===== src/rtl/operand_fetch_pkg.sv =====
// Shared types for the operand fetch stage: buffer state encoding and
// register-index width helper.
package operand_fetch_pkg;

  typedef enum logic [1:0] {
    ST_EMPTY = 2'b00,
    ST_ONE   = 2'b01,
    ST_FULL  = 2'b10
  } of_state_e;

  function automatic int idx_width(input int num_regs);
    return (num_regs <= 1) ? 1 : $clog2(num_regs);
  endfunction

endpackage


===== src/rtl/operand_fetch_if.sv =====
// Upstream instruction and downstream operand handshakes of operand_fetch.
// Valid/ready: a beat moves on a rising edge when valid && ready; a sender
// holds its payload stable while valid && !ready, and ready never depends
// combinationally on valid.
interface operand_fetch_if
  import operand_fetch_pkg::*;
#(
  parameter int WIDTH    = 16,
  parameter int NUM_REGS = 16,
  parameter int TAG_W    = 8
);
  localparam int IDX_W = idx_width(NUM_REGS);

  logic             in_valid;
  logic             in_ready;
  logic [IDX_W-1:0] in_src_a;
  logic [IDX_W-1:0] in_src_b;
  logic [TAG_W-1:0] in_tag;
  logic             out_valid;
  logic             out_ready;
  logic [WIDTH-1:0] out_a;
  logic [WIDTH-1:0] out_b;
  logic [TAG_W-1:0] out_tag;

  modport master (
    output in_valid, in_src_a, in_src_b, in_tag, out_ready,
    input  in_ready, out_valid, out_a, out_b, out_tag
  );

  modport slave (
    input  in_valid, in_src_a, in_src_b, in_tag, out_ready,
    output in_ready, out_valid, out_a, out_b, out_tag
  );

endinterface


===== src/rtl/operand_fetch_select.sv =====
// One source operand: register decode with range check and same-edge
// write-back bypass.
module operand_select #(
  parameter int WIDTH    = 16,
  parameter int NUM_REGS = 16,
  parameter int IDX_W    = 4
) (
  input  logic [WIDTH*NUM_REGS-1:0] regs_in,
  input  logic [IDX_W-1:0]          src,
  input  logic                      wb_en,
  input  logic [IDX_W-1:0]          wb_idx,
  input  logic [WIDTH-1:0]          wb_data,
  output logic [WIDTH-1:0]          operand
);

  // An index with no matching register falls through to zero.
  always_comb begin
    operand = '0;
    for (int i = 0; i < NUM_REGS; i++) begin
      if (int'(src) == i) operand = regs_in[i*WIDTH +: WIDTH];
    end
    if (wb_en && (wb_idx == src)) operand = wb_data;
  end

endmodule


===== src/rtl/operand_fetch.sv =====
// Operand fetch stage: selects two bypassed operands per accepted instruction
// and holds them in a main + skid two-entry buffer.
module operand_fetch
  import operand_fetch_pkg::*;
#(
  parameter int WIDTH    = 16,
  parameter int NUM_REGS = 16,
  parameter int TAG_W    = 8,
  localparam int IDX_W   = idx_width(NUM_REGS)
) (
  input  logic                      clk,
  input  logic                      reset,
  input  logic [WIDTH*NUM_REGS-1:0] regs_in,
  input  logic                      wb_en,
  input  logic [IDX_W-1:0]          wb_idx,
  input  logic [WIDTH-1:0]          wb_data,
  operand_fetch_if.slave            bus,
  output of_state_e                 dbg_state
);

  of_state_e        state_q, state_d;
  logic [WIDTH-1:0] main_a_q, main_a_d, main_b_q, main_b_d;
  logic [TAG_W-1:0] main_tag_q, main_tag_d;
  logic [WIDTH-1:0] skid_a_q, skid_a_d, skid_b_q, skid_b_d;
  logic [TAG_W-1:0] skid_tag_q, skid_tag_d;
  logic [WIDTH-1:0] op_a, op_b;
  logic             accept, xfer;

  operand_select #(.WIDTH(WIDTH), .NUM_REGS(NUM_REGS), .IDX_W(IDX_W)) u_sel_a (
    .regs_in(regs_in), .src(bus.in_src_a), .wb_en(wb_en),
    .wb_idx(wb_idx), .wb_data(wb_data), .operand(op_a)
  );

  operand_select #(.WIDTH(WIDTH), .NUM_REGS(NUM_REGS), .IDX_W(IDX_W)) u_sel_b (
    .regs_in(regs_in), .src(bus.in_src_b), .wb_en(wb_en),
    .wb_idx(wb_idx), .wb_data(wb_data), .operand(op_b)
  );

  // Handshake outputs decode only the state register; 2'b11 shows neither.
  assign bus.in_ready  = (state_q == ST_EMPTY) || (state_q == ST_ONE);
  assign bus.out_valid = (state_q == ST_ONE) || (state_q == ST_FULL);
  assign bus.out_a     = main_a_q;
  assign bus.out_b     = main_b_q;
  assign bus.out_tag   = main_tag_q;
  assign dbg_state     = state_q;

  assign accept = bus.in_valid && bus.in_ready;
  assign xfer   = bus.out_valid && bus.out_ready;

  always_comb begin
    state_d    = state_q;
    main_a_d   = main_a_q;
    main_b_d   = main_b_q;
    main_tag_d = main_tag_q;
    skid_a_d   = skid_a_q;
    skid_b_d   = skid_b_q;
    skid_tag_d = skid_tag_q;
    case (state_q)
      ST_EMPTY: begin
        if (accept) begin
          state_d    = ST_ONE;
          main_a_d   = op_a;
          main_b_d   = op_b;
          main_tag_d = bus.in_tag;
        end
      end
      ST_ONE: begin
        if (accept && xfer) begin
          main_a_d   = op_a;
          main_b_d   = op_b;
          main_tag_d = bus.in_tag;
        end else if (accept) begin
          state_d    = ST_FULL;
          skid_a_d   = op_a;
          skid_b_d   = op_b;
          skid_tag_d = bus.in_tag;
        end else if (xfer) begin
          state_d = ST_EMPTY;
        end
      end
      ST_FULL: begin
        if (xfer) begin
          state_d    = ST_ONE;
          main_a_d   = skid_a_q;
          main_b_d   = skid_b_q;
          main_tag_d = skid_tag_q;
        end
      end
      default: state_d = ST_EMPTY;
    endcase
  end

  always_ff @(posedge clk or negedge reset) begin
    if (!reset) begin
      state_q    <= ST_EMPTY;
      main_a_q   <= '0;
      main_b_q   <= '0;
      main_tag_q <= '0;
      skid_a_q   <= '0;
      skid_b_q   <= '0;
      skid_tag_q <= '0;
    end else begin
      state_q    <= state_d;
      main_a_q   <= main_a_d;
      main_b_q   <= main_b_d;
      main_tag_q <= main_tag_d;
      skid_a_q   <= skid_a_d;
      skid_b_q   <= skid_b_d;
      skid_tag_q <= skid_tag_d;
    end
  end

endmodule


===== src/flat_wrapper.sv =====
// flat-port wrapper written by rule: the top's interface ports become plain ports
module operand_fetch_flat import operand_fetch_pkg::*;
#(
  parameter int WIDTH    = 16,
  parameter int NUM_REGS = 16,
  parameter int TAG_W    = 8,
  localparam int IDX_W   = idx_width(NUM_REGS)
)
  (clk, reset, regs_in, wb_en, wb_idx, wb_data, dbg_state, bus_in_valid, bus_in_src_a, bus_in_src_b, bus_in_tag, bus_out_ready, bus_in_ready, bus_out_valid, bus_out_a, bus_out_b, bus_out_tag);
  operand_fetch_if #(.WIDTH(WIDTH), .NUM_REGS(NUM_REGS), .TAG_W(TAG_W)) bus_i ();
  input  logic clk;
  input  logic reset;
  input  logic [WIDTH*NUM_REGS-1:0] regs_in;
  input  logic wb_en;
  input  logic [IDX_W-1:0] wb_idx;
  input  logic [WIDTH-1:0] wb_data;
  output of_state_e dbg_state;
  input wire logic [$bits(bus_i.in_valid)-1:0] bus_in_valid;
  input wire logic [$bits(bus_i.in_src_a)-1:0] bus_in_src_a;
  input wire logic [$bits(bus_i.in_src_b)-1:0] bus_in_src_b;
  input wire logic [$bits(bus_i.in_tag)-1:0] bus_in_tag;
  input wire logic [$bits(bus_i.out_ready)-1:0] bus_out_ready;
  output wire logic [$bits(bus_i.in_ready)-1:0] bus_in_ready;
  output wire logic [$bits(bus_i.out_valid)-1:0] bus_out_valid;
  output wire logic [$bits(bus_i.out_a)-1:0] bus_out_a;
  output wire logic [$bits(bus_i.out_b)-1:0] bus_out_b;
  output wire logic [$bits(bus_i.out_tag)-1:0] bus_out_tag;
  assign bus_i.in_valid = bus_in_valid;
  assign bus_i.in_src_a = bus_in_src_a;
  assign bus_i.in_src_b = bus_in_src_b;
  assign bus_i.in_tag = bus_in_tag;
  assign bus_i.out_ready = bus_out_ready;
  assign bus_in_ready = bus_i.in_ready;
  assign bus_out_valid = bus_i.out_valid;
  assign bus_out_a = bus_i.out_a;
  assign bus_out_b = bus_i.out_b;
  assign bus_out_tag = bus_i.out_tag;
  operand_fetch #(.WIDTH(WIDTH), .NUM_REGS(NUM_REGS), .TAG_W(TAG_W)) u_core (.clk(clk), .reset(reset), .regs_in(regs_in), .wb_en(wb_en), .wb_idx(wb_idx), .wb_data(wb_data), .bus(bus_i), .dbg_state(dbg_state));
endmodule

===== config.mk =====
export PLATFORM = sky130hd
export DESIGN_NAME = operand_fetch_flat
export DESIGN_NICKNAME = d
export VERILOG_FILES = /design/src/rtl/operand_fetch_pkg.sv /design/src/rtl/operand_fetch_if.sv /design/src/rtl/operand_fetch_select.sv /design/src/rtl/operand_fetch.sv /design/src/flat_wrapper.sv
export SDC_FILE = /design/constraint.sdc
export NUM_CORES = 1
export LEC_CHECK = 0
export CORE_AREA = 3 3 154 156
export DETAILED_ROUTE_END_ITERATION = 6
export DIE_AREA = 0 0 157 159
export PLACE_DENSITY_LB_ADDON = 0.08
export SLEW_MARGIN = 0
export SYNTH_ARGS = -nofsm -noshare
export SYNTH_HDL_FRONTEND = slang
export SYNTH_HIERARCHICAL = 1
export SYNTH_SLANG_ARGS = --single-unit

===== constraint.sdc =====
create_clock -name clk -period 1.8 [get_ports clk]
set_input_delay 0.45 -clock clk [delete_from_list [all_inputs] [get_ports clk]]
set_output_delay 0.45 -clock clk [all_outputs]
set_load 0.02 [all_outputs]

# After elaboration in Yosys (flattened, before gate mapping)
# Cells that the tools add are included.
[word_totals]
register_bits = 82
inputBits = 297
out_inout_bits = 44
elab_cells = 113
[classes]
n_eq_ne = 39
mux = 52
bitwise = 1
reduce_logical = 14
[ops]
columns = ["cell", "n"]
rows = [
  ["16-bit 2-to-1 mux", 40],
  ["16-bit one-hot mux with 3 select lines", 2],
  ["4-bit equality test, second input constant", 16],
  ["4-bit by 3-bit equality test with 1-bit output, second input constant", 8],
  ["8-bit 2-to-1 mux", 3],
  ["8-bit one-hot mux with 3 select lines", 1],
  ["4-bit by 2-bit equality test with 1-bit output, second input constant", 4],
  ["2-bit 2-to-1 mux", 5],
  ["4-bit by 1-bit equality test with 1-bit output, second input constant", 2],
  ["4-bit equality test", 2],
  ["4-bit logical NOT", 2],
  ["4-bit AND reduction", 2],
  ["2-bit one-hot mux with 3 select lines", 1],
  ["1-bit logical AND", 5],
  ["2-bit by 1-bit inequality test with 1-bit output, second input constant", 2],
  ["2-bit inequality test, second input constant", 2],
  ["3-bit by 1-bit inequality test with 1-bit output, second input constant", 1],
  ["3-bit AND reduction", 1],
  ["3-bit nonzero test", 1],
  ["2-bit by 1-bit equality test with 1-bit output, second input constant", 1],
  ["2-bit equality test, second input constant", 1],
  ["2-bit logical NOT", 1],
  ["1-bit logical OR", 2],
  ["1-bit NOT", 1],
]

# Logic depth before layout (Yosys ltp)
[logic_depth]
ltp_word = 20
mapped_depth = 11

# Modules after synthesis
# Netlist, hierarchy kept.
[modules_own_cells]
columns = ["mod", "instances", "cells_per_inst", "area_each_um2", "seq_area_each_um2"]
rows = [
  ["operand_select", 2, 408, 2927.8, 0.0],
  ["operand_fetch", 1, 281, 3508.4, 2052.0],
]

# Worst setup path after synthesis
# Ideal clock, no wire load.
[synth_timing]
path_type = "in2reg"
startpoint = "input bus_in_src_a[0]"
endpoint = "register u_core.skid_a_q[9]"
setup_time_ns = 0.125
arrival_time_ns = 2.145
setup_slack_ns = -0.470
stages = 7
path_buffers = 2
cell_sequence = "buf_2 buf_4 mux4_2 o211ai_1 a31oi_1 o31a_1 mux2_2"
[synth_via]
elab_chain_len = 18
elab_cells_between_ends = 35
[synth_lines]
columns = ["element", "line", "text"]
rows = [
  ["from (decl)", "flat_wrapper.sv:19", "input wire logic [$bits(bus_i.in_src_a)-1:0] bus_in_src_a;"],
  ["4-bit logical NOT", "operand_fetch_select.sv:20", "if (int'(src) == i) operand = regs_in[i*WIDTH +: WIDTH];"],
  ["16-bit 2-to-1 mux (16 in series)", "operand_fetch_select.sv:20", ""],
  ["16-bit 2-to-1 mux *", "operand_fetch_select.sv:22", "if (wb_en && (wb_idx == src)) operand = wb_data;"],
  ["via u_core.op_a[9]", "operand_fetch.sv:26", "logic [WIDTH-1:0] op_a, op_b;"],
  ["to (signal assigned)", "operand_fetch.sv:107", "skid_a_q <= skid_a_d;"],
  ["to (decl)", "operand_fetch.sv:24", "logic [WIDTH-1:0] skid_a_q, skid_a_d, skid_b_q, skid_b_d;"],
]
# Mark *: on every way through the listed nets, which the timed path passes. The rest lies on a longest branch.
# A chain may end at the register's enable or synchronous reset.

# Final worst setup path
[layout_timing]
startpoint = "input bus_in_src_a[0]"
endpoint = "register u_core.main_a_q[9] (netlist: u_core/bus.out_a[9])"
[layout_via]
elab_chain_len = 20
elab_cells_between_ends = 38
[layout_lines]
columns = ["element", "line", "text"]
rows = [
  ["4-bit logical NOT", "operand_fetch_select.sv:20", ""],
  ["16-bit 2-to-1 mux (16 in series)", "operand_fetch_select.sv:20", ""],
  ["16-bit 2-to-1 mux *", "operand_fetch_select.sv:22", ""],
  ["via u_core.op_a[9]", "operand_fetch.sv:26", ""],
  ["16-bit 2-to-1 mux (on tied branches)", "operand_fetch.sv:68, operand_fetch.sv:60", ""],
  ["16-bit one-hot mux with 3 select lines *", "operand_fetch.sv:58", "case (state_q)"],
  ["to (signal assigned)", "operand_fetch.sv:104", "main_a_q <= main_a_d;"],
  ["to (decl)", "operand_fetch.sv:22", "logic [WIDTH-1:0] main_a_q, main_a_d, main_b_q, main_b_d;"],
]
# Mark *: on every way through the listed nets, which the timed path passes. The rest lies on a longest branch. The select of a mux whose other input is x is not followed.

==> flow_summary_export.csv <==
group,metric,value,unit
setup_path,cpMaxStageDelayCell,"mux4_2",
clock_network,worstSkewPairLatency,350,ps
yosys,synth_nets,1399,
setup_path,cp.required,2010,ps
grt,antenna_found_initial,4,
clock_network,cts.sinks,82,
yosys,synth.distinct_cells,60,
routing,final_antenna_net_count,0,
clock_network,cts_tree,"built",
run_status,violations,"negative setup slack",
setup_path,cp.arrival,2340,ps
floorplan,die_area,0.0250,mm^2
sta,slew_viol_final,0,
grt,grt_start_max_net_pins,27,
layout,nets,1966,
sta,period_share,1.18,
yosys,seq_area_frac_synth,0.219,
worst_hold_path,hp-class,"input port to async pin",
yosys,synth_edf_count,0,
floorplan,die_x,157,um
placed_design,io_buffers,340,
routing,drt-vias-per-instance,6.54,
setup_path,worstSetupPathType,"input port to flip-flop",
pwr,power_leakage,7.43,nW
clock_network,cts_buffers,9,
yosys,synth-main-ff-cell,"dfrtp_1",
grt,grt_usage,0.390,
clock_network,clockBufferDepth,2,
sta,finalWorstSetupSlack,-329,ps
pwr,power_density,899,mW/mm^2
sta,skew,16.4,ps
layout,drive_gt1_frac,0.458,
routing,wl_per_cell,27.4,um
routing,vias,12800,
floorplan,die_height,159,um
placed_design,hpwl,37800,um
grt,grt_pass1_wl,75200,um
floorplan,rows,55,
floorplan,start_util,0.416,
setup_path,slowest_delay,550,ps
setup_path,endpoint_kind,"flip-flop",
sta,min_period,2130,ps
sta,max_freq,0.470,GHz
yosys,yosys_warnings,6,
layout,area_growth_syn_to_layout,94.7,%
layout,postLayoutCoreUtil,0.810,
run_status,status,"finished, violations left",
placed_design,placed_cell_area,0.0148,mm^2
setup_path,path_cells,"buf_12 -> mux4_2 -> o211ai_1 -> a31oi_4 -> o31a_1 -> mux2i_1 -> a21oi_1",
sta,setup_viol,74,
clock_network,htree_levels,3,
run,cap_viol_max_count,0,
sta,tightest_slew,472,ps
yosys,async_flop_share,1.00,
grt,grt_pass1_vias,12600,
yosys,yosys_register_bits,82,
yosys,syn_area,0.00936,mm^2
routing,wirelength,53700,um
grt,grt_overflow,0,
routing,first_iter_violations,1443,
setup_path,start_kind,"input port",
routing,drt_first_pass_iters,7,
clock_network,cts_root_buf,"clkbuf_16",
sta,relSlewSlack,0.684,
placed_design,routabilityCongestion,0.998,
routing,route.detailed.drc,0,
yosys,netlist_instances,1097,
sta,rsz0062_at_grt,"true",
setup_path,worstPathMaxFanout,6,
layout,design_area,0.0182,mm^2
yosys,syn_avg_cell_area,8.54,um^2
sta,timing_hold_violations_final,0,
clock_network,clkSlewWorstSetupHoldPaths,70,ps
floorplan,ios,341,
pwr,ir_drop,945,uV
floorplan,core,0.0225,mm^2
sta,finalSetupTns,-14340,ps
[registers in the layout, indices dropped and copies added (netlist names)]
name	count
u_core/bus.out_a	16
u_core/bus.out_b	16
u_core/skid_a_q	16
u_core/skid_b_q	16
u_core/bus.out_tag	8
u_core/skid_tag_q	8
u_core/dbg_state	2
[area by class of cell]
cell class / instances / area [um^2]
Clock inverter: 6 / 73.8
Clock buffer: 10 / 239
Sequential cell: 82 / 2050
Multi-Input combinational cell: 886 / 8410
Tap cell: 285 / 357
Timing Repair Buffer: 669 / 7020
Antenna cell: 4 / 10.0
Inverter: 16 / 71.3
Fill cell: 1397 / 4270
[cells by family after synthesis]
| group | count (synthesis) | synth area share |
|---|---|---|
| compound gates | 407 | 0.290 |
| buf+inv | 129 | 0.0648 |
| mux | 190 | 0.262 |
| simple gates | 276 | 0.149 |
| xor+xnor | 8 | 0.00748 |
| flops | 82 | 0.219 |
| fa+ha+maj | 5 | 0.00668 |
[cells in the final DEF (no fill, tap or decap), drive strengths merged, types with 10 or more instances in the layout]
cell type      Yosys  layout
a211oi            12      12
a21oi            124     124
a22oi             22      22
a31oi             12      12
buf               70     343
clkbuf            43      13
clkdlybuf4s50      0     219
dfrtp             82      82
dlygate4sd2        0      72
dlymetal6s2s       0      30
inv               16      17
mux2              84      84
mux2i             70      70
mux4              36      36
nand2             61      61
nand2b            16      16
nand3             14      14
nand3b            11      11
nor2              85      85
nor2b             14      14
nor3              27      27
nor3b             13      13
o211ai            28      28
o21a              20      20
o21ai             63      63
o221ai            10      10
o22ai             18      18
o311ai            12      12
o31ai             12      12
o32ai             16      16
or2               15      15
[worst max-delay path: cells and delay by family]
kind	cells	cell delay, ps
buf+inv	1	110
compound gates	4	980
mux	2	790
[cells in the mapped netlist (12+ instances only)]
master,n,area [um^2]
nand2b_1,16,100
nand3_1,14,70.1
nor2_1,85,319
mux2_2,84,946
buf_2,44,220
o22ai_1,18,113
nor2b_1,14,87.6
a31oi_1,12,75.1
inv_1,16,60.1
mux2i_1,70,701
nor3_1,27,135
mux4_2,36,811
or2_2,15,93.8
o211ai_1,28,210
o311ai_0,12,105
a22oi_1,22,165
buf_1,12,45.0
o32ai_1,16,140
dfrtp_1,82,2050
o21ai_0,57,285
a21oi_1,124,621
nand2_1,61,229
clkbuf_1,43,161
o31ai_1,12,90.1
o21a_1,20,150
[stage by stage]
stage / setup slack, ps / total power [mW] / instances / hold WS (ps)
floorplan: -295 / 7.37 / 1097 / 154
global placement: -1090 / 10.8 / 1837 / 395
detailed placement: -1100 / 11.0 / 1837 / 403
CTS: -232 / 15.3 / 1913 / 41.0
global route: -389 / 17.0 / 1958 / 46.5
finish: -329 / 16.4 / 1958 / 33.7
[layer usage]
metal / up-vias / routed length (um) / track usage
li1: 5392 / - / -
met1: 6122 / 19500 / 0.501
met2: 1040 / 25100 / 0.636
met3: 251 / 5550 / 0.0658
met4: 0 / 3470 / 0.181
met5: - / 0 / 0
[power by group]
group / total, mW / switching (mW) / leakage [nW] / internal, mW
clock: 1.98 / 0.847 / 0.147 / 1.13
combinational: 10.9 / 5.19 / 6.33 / 5.72
sequential: 3.51 / 0.700 / 0.954 / 2.81
[worst paths after layout]
kind                                      start                    to  slack (ps)  depth (start not counted)
setup / recovery                bus_in_src_a[0]   u_core/bus.out_a[9]        -330                          7
hold / removal                            reset  u_core/bus.out_a[10]          30                          1
setup reg to reg            u_core/dbg_state[0]  u_core/bus.out_a[15]        -330                         12
hold reg to reg            u_core/skid_tag_q[6]  u_core/skid_tag_q[6]         510                          1
max in group asynchronous                 reset   u_core/dbg_state[0]        1240                          2
min in group clk           u_core/skid_tag_q[6]  u_core/skid_tag_q[6]         510                          1
[timing repair]
action | CTS | global route
buffers inserted | 50 | 50
endpoints found under the setup margin | 84 | 89
pin swaps | 97 | 113
hold buffers | 0 | 0
gates resized for setup | 399 | 234
cloned | 15 | 4
No activity file was read; power rests on OpenSTA's default activity.
